## src/rtl/jtag_scan_ctrl.sv

```systemverilog
// jtag_scan_ctrl: turns one IR/DR scan command into a short series of
// transactions for an external TMS/TDI shifter (PRE, D0, [D1], POST) and
// gathers the captured TDO bits into a single 64-bit response.
// Optional feature: define JTAG_SCAN_TLR_EN to walk the TAP through
// Test-Logic-Reset -> Run-Test/Idle once after every reset.
//
// Handshakes: a transfer happens on any rising CLK edge where valid and ready
// are both high. CMD_READY is high only in IDLE. RSP_VALID stays high, with
// RSP_TDO and RSP_ERR held, until the edge where RSP_READY is seen high.
module jtag_scan_ctrl #(
    parameter int C_IDLE_TCKS = 1
) (
    input  logic        CLK,
    input  logic        RESETN,
    input  logic        CMD_VALID,
    output logic        CMD_READY,
    input  logic        CMD_IR,
    input  logic [6:0]  CMD_LEN,
    input  logic [63:0] CMD_TDI,
    output logic        RSP_VALID,
    input  logic        RSP_READY,
    output logic [63:0] RSP_TDO,
    output logic        RSP_ERR,
    output logic        PROC_ENABLE,
    output logic [31:0] PROC_LENGTH,
    output logic [31:0] PROC_TMS,
    output logic [31:0] PROC_TDI,
    input  logic        PROC_DONE,
    input  logic [31:0] PROC_TDO,
    output logic [3:0]  o_dbg_state
);

    typedef enum logic [3:0] {
        ST_IDLE,
        ST_PRE_GO,
        ST_PRE_WAIT,
        ST_D0_GO,
        ST_D0_WAIT,
        ST_D1_GO,
        ST_D1_WAIT,
        ST_POST_GO,
        ST_POST_WAIT,
        ST_RSP
`ifdef JTAG_SCAN_TLR_EN
        ,
        ST_TLR_GO,
        ST_TLR_WAIT
`endif
    } state_t;

`ifdef JTAG_SCAN_TLR_EN
    localparam state_t LP_RESET_STATE = ST_TLR_GO;
`else
    localparam state_t LP_RESET_STATE = ST_IDLE;
`endif

    localparam logic [31:0] LP_POST_LEN = 32'(2 + C_IDLE_TCKS);

    state_t      r_state;
    logic        r_cmd_ready;
    logic        r_rsp_valid;
    logic        r_rsp_err;
    logic [63:0] r_rsp_tdo;
    logic        r_proc_en;
    logic [31:0] r_proc_len;
    logic [31:0] r_proc_tms;
    logic [31:0] r_proc_tdi;
    logic        r_ir;
    logic [6:0]  r_len;
    logic [63:0] r_tdi;

    logic        w_has_d1;
    logic [5:0]  w_len0;
    logic [5:0]  w_len1;
    logic [31:0] w_tms0;
    logic [31:0] w_tms1;
    logic [31:0] w_mask0;
    logic [31:0] w_mask1;

    // Low n bits set (n = 1..32); used to clear TDO bits that were never shifted.
    function automatic logic [31:0] f_mask(input logic [5:0] n);
        f_mask = (n == 6'd0) ? 32'd0 : (32'hFFFF_FFFF >> (6'd32 - n));
    endfunction

    // Single bit at position n-1: the TMS bit that leaves Shift-xR.
    function automatic logic [31:0] f_last(input logic [5:0] n);
        f_last = (n == 6'd0) ? 32'd0 : (32'd1 << (n - 6'd1));
    endfunction

    // Split the latched length into the two data chunks. For 33..64 the low
    // six bits minus 32 wrap correctly (64 -> 0 - 32 = 32).
    always_comb begin
        w_has_d1 = (r_len > 7'd32);
        w_len0   = w_has_d1 ? 6'd32 : r_len[5:0];
        w_len1   = r_len[5:0] - 6'd32;
        w_tms0   = w_has_d1 ? 32'd0 : f_last(w_len0);
        w_tms1   = f_last(w_len1);
        w_mask0  = f_mask(w_len0);
        w_mask1  = f_mask(w_len1);
    end

    // Scan sequencer: every GO state holds PROC_ENABLE for exactly one cycle,
    // every WAIT state loads the next transaction when PROC_DONE arrives.
    always_ff @(posedge CLK or negedge RESETN) begin
        if (!RESETN) begin
            r_state     <= LP_RESET_STATE;
            r_cmd_ready <= 1'b0;
            r_rsp_valid <= 1'b0;
            r_rsp_err   <= 1'b0;
            r_rsp_tdo   <= 64'd0;
            r_proc_en   <= 1'b0;
            r_proc_len  <= 32'd0;
            r_proc_tms  <= 32'd0;
            r_proc_tdi  <= 32'd0;
            r_ir        <= 1'b0;
            r_len       <= 7'd0;
            r_tdi       <= 64'd0;
        end else begin
            case (r_state)
`ifdef JTAG_SCAN_TLR_EN
                // First cycle loads the TLR transaction, second cycle ends GO.
                ST_TLR_GO: begin
                    if (!r_proc_en) begin
                        r_proc_en  <= 1'b1;
                        r_proc_len <= 32'd6;
                        r_proc_tms <= 32'h1F;
                        r_proc_tdi <= 32'd0;
                    end else begin
                        r_proc_en <= 1'b0;
                        r_state   <= ST_TLR_WAIT;
                    end
                end
                ST_TLR_WAIT: begin
                    if (PROC_DONE) begin
                        r_state     <= ST_IDLE;
                        r_cmd_ready <= 1'b1;
                    end
                end
`endif
                ST_IDLE: begin
                    r_cmd_ready <= 1'b1;
                    if (CMD_VALID && r_cmd_ready) begin
                        r_cmd_ready <= 1'b0;
                        r_ir        <= CMD_IR;
                        r_len       <= CMD_LEN;
                        r_tdi       <= CMD_TDI;
                        r_rsp_tdo   <= 64'd0;
                        if (CMD_LEN == 7'd0 || CMD_LEN > 7'd64) begin
                            r_rsp_valid <= 1'b1;
                            r_rsp_err   <= 1'b1;
                            r_state     <= ST_RSP;
                        end else begin
                            r_proc_en  <= 1'b1;
                            r_proc_len <= CMD_IR ? 32'd4 : 32'd3;
                            r_proc_tms <= CMD_IR ? 32'h3 : 32'h1;
                            r_proc_tdi <= 32'd0;
                            r_state    <= ST_PRE_GO;
                        end
                    end
                end
                ST_PRE_GO: begin
                    r_proc_en <= 1'b0;
                    r_state   <= ST_PRE_WAIT;
                end
                ST_PRE_WAIT: begin
                    if (PROC_DONE) begin
                        r_proc_en  <= 1'b1;
                        r_proc_len <= {26'd0, w_len0};
                        r_proc_tms <= w_tms0;
                        r_proc_tdi <= r_tdi[31:0];
                        r_state    <= ST_D0_GO;
                    end
                end
                ST_D0_GO: begin
                    r_proc_en <= 1'b0;
                    r_state   <= ST_D0_WAIT;
                end
                ST_D0_WAIT: begin
                    if (PROC_DONE) begin
                        r_rsp_tdo[31:0] <= PROC_TDO & w_mask0;
                        r_proc_en       <= 1'b1;
                        if (w_has_d1) begin
                            r_proc_len <= {26'd0, w_len1};
                            r_proc_tms <= w_tms1;
                            r_proc_tdi <= r_tdi[63:32];
                            r_state    <= ST_D1_GO;
                        end else begin
                            r_proc_len <= LP_POST_LEN;
                            r_proc_tms <= 32'h1;
                            r_proc_tdi <= 32'd0;
                            r_state    <= ST_POST_GO;
                        end
                    end
                end
                ST_D1_GO: begin
                    r_proc_en <= 1'b0;
                    r_state   <= ST_D1_WAIT;
                end
                ST_D1_WAIT: begin
                    if (PROC_DONE) begin
                        r_rsp_tdo[63:32] <= PROC_TDO & w_mask1;
                        r_proc_en        <= 1'b1;
                        r_proc_len       <= LP_POST_LEN;
                        r_proc_tms       <= 32'h1;
                        r_proc_tdi       <= 32'd0;
                        r_state          <= ST_POST_GO;
                    end
                end
                ST_POST_GO: begin
                    r_proc_en <= 1'b0;
                    r_state   <= ST_POST_WAIT;
                end
                ST_POST_WAIT: begin
                    if (PROC_DONE) begin
                        r_rsp_valid <= 1'b1;
                        r_rsp_err   <= 1'b0;
                        r_state     <= ST_RSP;
                    end
                end
                ST_RSP: begin
                    if (RSP_READY) begin
                        r_rsp_valid <= 1'b0;
                        r_rsp_err   <= 1'b0;
                        r_cmd_ready <= 1'b1;
                        r_state     <= ST_IDLE;
                    end
                end
                default: begin
                    r_proc_en   <= 1'b0;
                    r_cmd_ready <= 1'b0;
                    r_state     <= ST_IDLE;
                end
            endcase
        end
    end

    assign CMD_READY   = r_cmd_ready;
    assign RSP_VALID   = r_rsp_valid;
    assign RSP_ERR     = r_rsp_err;
    assign RSP_TDO     = r_rsp_tdo;
    assign PROC_ENABLE = r_proc_en;
    assign PROC_LENGTH = r_proc_len;
    assign PROC_TMS    = r_proc_tms;
    assign PROC_TDI    = r_proc_tdi;
    assign o_dbg_state = r_state;

endmodule
```

## config.mk

```make
export PLATFORM = sky130hd
export DESIGN_NAME = jtag_scan_ctrl
export DESIGN_NICKNAME = d
export VERILOG_FILES = /design/src/rtl/jtag_scan_ctrl.sv
export SDC_FILE = /design/constraint.sdc
export NUM_CORES = 1
export LEC_CHECK = 0
export CAP_MARGIN = 20
export CORE_MARGIN = 2
export CORE_UTILIZATION = 40
export CTS_CLUSTER_SIZE = 25
export DETAILED_ROUTE_END_ITERATION = 16
export PLACE_DENSITY_LB_ADDON = 0.2
export SKIP_CTS_REPAIR_TIMING = 1
export SLEW_MARGIN = 20
export SYNTH_ARGS = -nofsm -noshare
export SYNTH_HDL_FRONTEND = slang
export SYNTH_SLANG_ARGS = --single-unit
```

## constraint.sdc

```tcl
create_clock -name CLK -period 8.6 [get_ports CLK]
set_clock_uncertainty 0.1 [all_clocks]
set_input_delay 1.72 -clock CLK [delete_from_list [all_inputs] [get_ports CLK]]
set_output_delay 1.72 -clock CLK [all_outputs]
set_load 0.02 [all_outputs]
```

==> flow_summary.ini <==
[status]
status = completed

[grt]
grt_use_total_pct = 22.7
antenna_found_initial = 1
grt_max_degree = 113
grt_pass1_vias = 8521
grt_pass1_wl_um = 47700
overflow = 0

[clock_tree]
clk_pin_slew_ns = 0.06
h-tree-depth = 1
cts_tree = built
cts_sinks = 213
clockRootBuffer = clkbuf_16
cts_buffer_depth = 3
clkLatencyLatePin_ns = 0.51
cts_buffers = 23

[worst_setup_path]
path_max_fanout = 15
setup.worst_path.end_class = register
r2r-start = r_len[1]
reg2reg_setup_slack_ns = 4.17
crit_path_frequent_cell = ha_1
crit_family = simple AND/OR/NAND/NOR gates
worstRegToRegCells = 12
critPathLaunchType = register
cp-startpoint = r_len[1]
crit_required_ns = 8.95
cp.depth = 12
crit_end = PROC_TMS[27]
path_cells = inv_1 -> ha_1 -> or4b_4 -> a21oi_4 -> nand2_1 -> ha_1 -> inv_1 -> ha_1 -> nor2_1 -> nand3_1 -> or4_1 -> nand3_1
crit_type = register to register
critical_path_buf_inv_count = 2
r2r-end = PROC_TMS[27]
crit_arrival_ns = 4.78
critical-path-slowest-cell = or4b_4
max_stage_delay_ns = 0.61

[synthesis]
synth.yosys.seq_area_share_pct = 53.1
yosys.area.top_type = dfrtp_1
synth_cells = 1030
netlist_area_mm2 = 0.0100
synth_area_per_cell_um2 = 9.75
yosysWarningCount = 0
ys_seq_elements = 213
async_reset_ff_share_pct = 100
synth_area_leaders = dfrtp_1 53%, nand2_1 9.4%, a32o_1 5.4%
synthDistinctLibCells = 77
synth-edff-count = 0
yosys.area.top_type_share_pct = 53.1
synth_flop_cell = dfrtp_1

[pwr]
total_leakage_power_nw = 5.97
power_density_mw_per_mm2 = 373
ir_drop_mv = 0.158

[sta]
slew_headroom_pct = 22.7
fin_crit_sh_pct = 51.5
tns_ns = 0
max_slew.worst_pin.slew_ns = 1.16
fin_ws_ns = 4.17
timing.fmax_ghz = 0.226
rsz0062_at_grt = false
final_max_slew_viol_count = 0
hold_viol = 0
setup_viol_count_final = 0
min_period_ns = 4.43

[floorplanning]
die_height_um = 162
start_util_pct = 41.1
die_w_um = 162
fp-row-count = 57
die-area_mm2 = 0.0264
core_area_mm2 = 0.0245
io_pins = 277

[routing]
via_count = 8622
wl_um = 30300
wl_per_cell_um = 19.2
viasPerCell = 5.45
drt_iter0_markers = 697
drtAntennaViolNets = 0
dr.pass1.iters = 5
drcViolationCount = 0

[worst_hold_path]
min_path_type = register to register

[final_layout]
regArea_mm2 = 0.00533
syn_to_final_growth_pct = 33.4
multi_input_area_mm2 = 0.00426
drive_gt1_share_pct = 5.65
final_cell_mix = 252 x nand2_1, 249 x clkdlybuf4s50_1, 213 x dfrtp_1, 86 x nor2_1, 54 x a32o_1
final_common_cell = nand2_1
n_fill_cell = 2230
layout.nets = 1367

[placement]
portBuffers = 250
dp_hpwl_um = 20400
dpl_worst_slack_ns = 3.69
gp_congestion = 0.812

[flow_run]
drv_cap = 0
routing by layer:
| metal | vias to the layer above | global-route usage, % | routed length, um | share of wire [%] |
|---|---|---|---|---|
| met2 | 332 | 36.2 | 14200 | 47 |
| li1 | 4044 | - | - | - |
| met4 | 0 | 5.83 | 639 | 2.1 |
| met1 | 4207 | 32.2 | 13500 | 44 |
| met3 | 39 | 3.87 | 2000 | 6.6 |
| met5 | - | 0 | 0 | 0 |
kinds of logic after synthesis:
family	after synthesis	share of synthesized area, %
AO/OA/AOI/OAI	211	17.8
XOR/XNOR	2	0.174
adder cells (fa/ha/maj)	17	2.12
buffers and inverters	125	5.98
flip-flops	213	53.1
multiplexers	3	0.311
other	1	0.0373
AND/OR/NAND/NOR	458	20.5
worst min path at each step:
stage,slack (ns),to,startpoint,depth (start not counted)
finish,0.37,r_tdi[32],r_tdi[32],2
global route,0.40,r_tdi[38],r_tdi[38],2
floorplan,0.35,r_tdi[0],r_tdi[0],2
CTS,0.38,r_tdi[5],r_tdi[5],2
global placement,0.36,r_tdi[5],r_tdi[5],2
detailed placement,0.36,r_tdi[5],r_tdi[5],2
power breakdown:
group          switching, W  internal [W]
clock              0.000399      0.000552
combinational       0.00148      0.000902
sequential         0.000295       0.00137
synth_stat cells (3+ instances only):
cell / count
nand2_1: 252
nor4_1: 21
buf_6: 3
buf_2: 9
o211ai_1: 3
o31ai_1: 4
nor2b_1: 7
ha_1: 17
and3_1: 6
nand2b_1: 6
o21ai_0: 30
a21oi_1: 13
a221o_1: 23
and2_1: 7
buf_1: 5
buf_4: 26
o21a_1: 3
a22o_1: 9
a31oi_1: 5
nor2_1: 87
or4_1: 4
nand3_1: 17
or3_1: 5
or2_2: 4
inv_1: 25
a211o_1: 6
dfrtp_1: 213
nor3_1: 19
a32o_1: 54
clkbuf_1: 57
a221oi_1: 32
worst reg2reg max path, delay by kind of cell (launching register included):
kind / cells / cell delay, ns
flip-flops: 1 / 0.49
AND/OR/NAND/NOR: 6 / 2.08
buffers and inverters: 2 / 0.28
adder cells (fa/ha/maj): 3 / 1.12
AO/OA/AOI/OAI: 1 / 0.31
cell type report:
type | count | area share [%]
tap | 324 | 3.03
sequential | 213 | 39.8
multi-input combinational | 717 | 31.8
antenna | 1 | 0.0187
inverter | 25 | 0.700
clock buffer | 37 | 5.21
clock inverter | 3 | 0.140
timing repair buffer | 261 | 19.3
stage by stage:
step                      power, W  std cells  hold WS, ns  cell area (um2)  util [%]
final                      0.00500       1581        0.373            13400      54.8
after global routing       0.00533       1580        0.396            13400      54.8
after CTS                  0.00503       1580        0.377            13400      54.7
after detailed placement   0.00405       1540        0.363            12700      51.8
after global placement     0.00402       1540        0.358            12700      51.8
after floorplan            0.00309       1055        0.346            10100         -
state kept, by name, summed over array words and instances, names as in the netlist:
name and flops:
PROC_ENABLE 1, PROC_TMS 32, RSP_VALID 1, RSP_ERR 1, r_tdi 64, PROC_LENGTH 6
RSP_TDO 64, CMD_READY 1, r_len 7, o_dbg_state 4, PROC_TDI 32
Power figures use the tool's default switching activity.
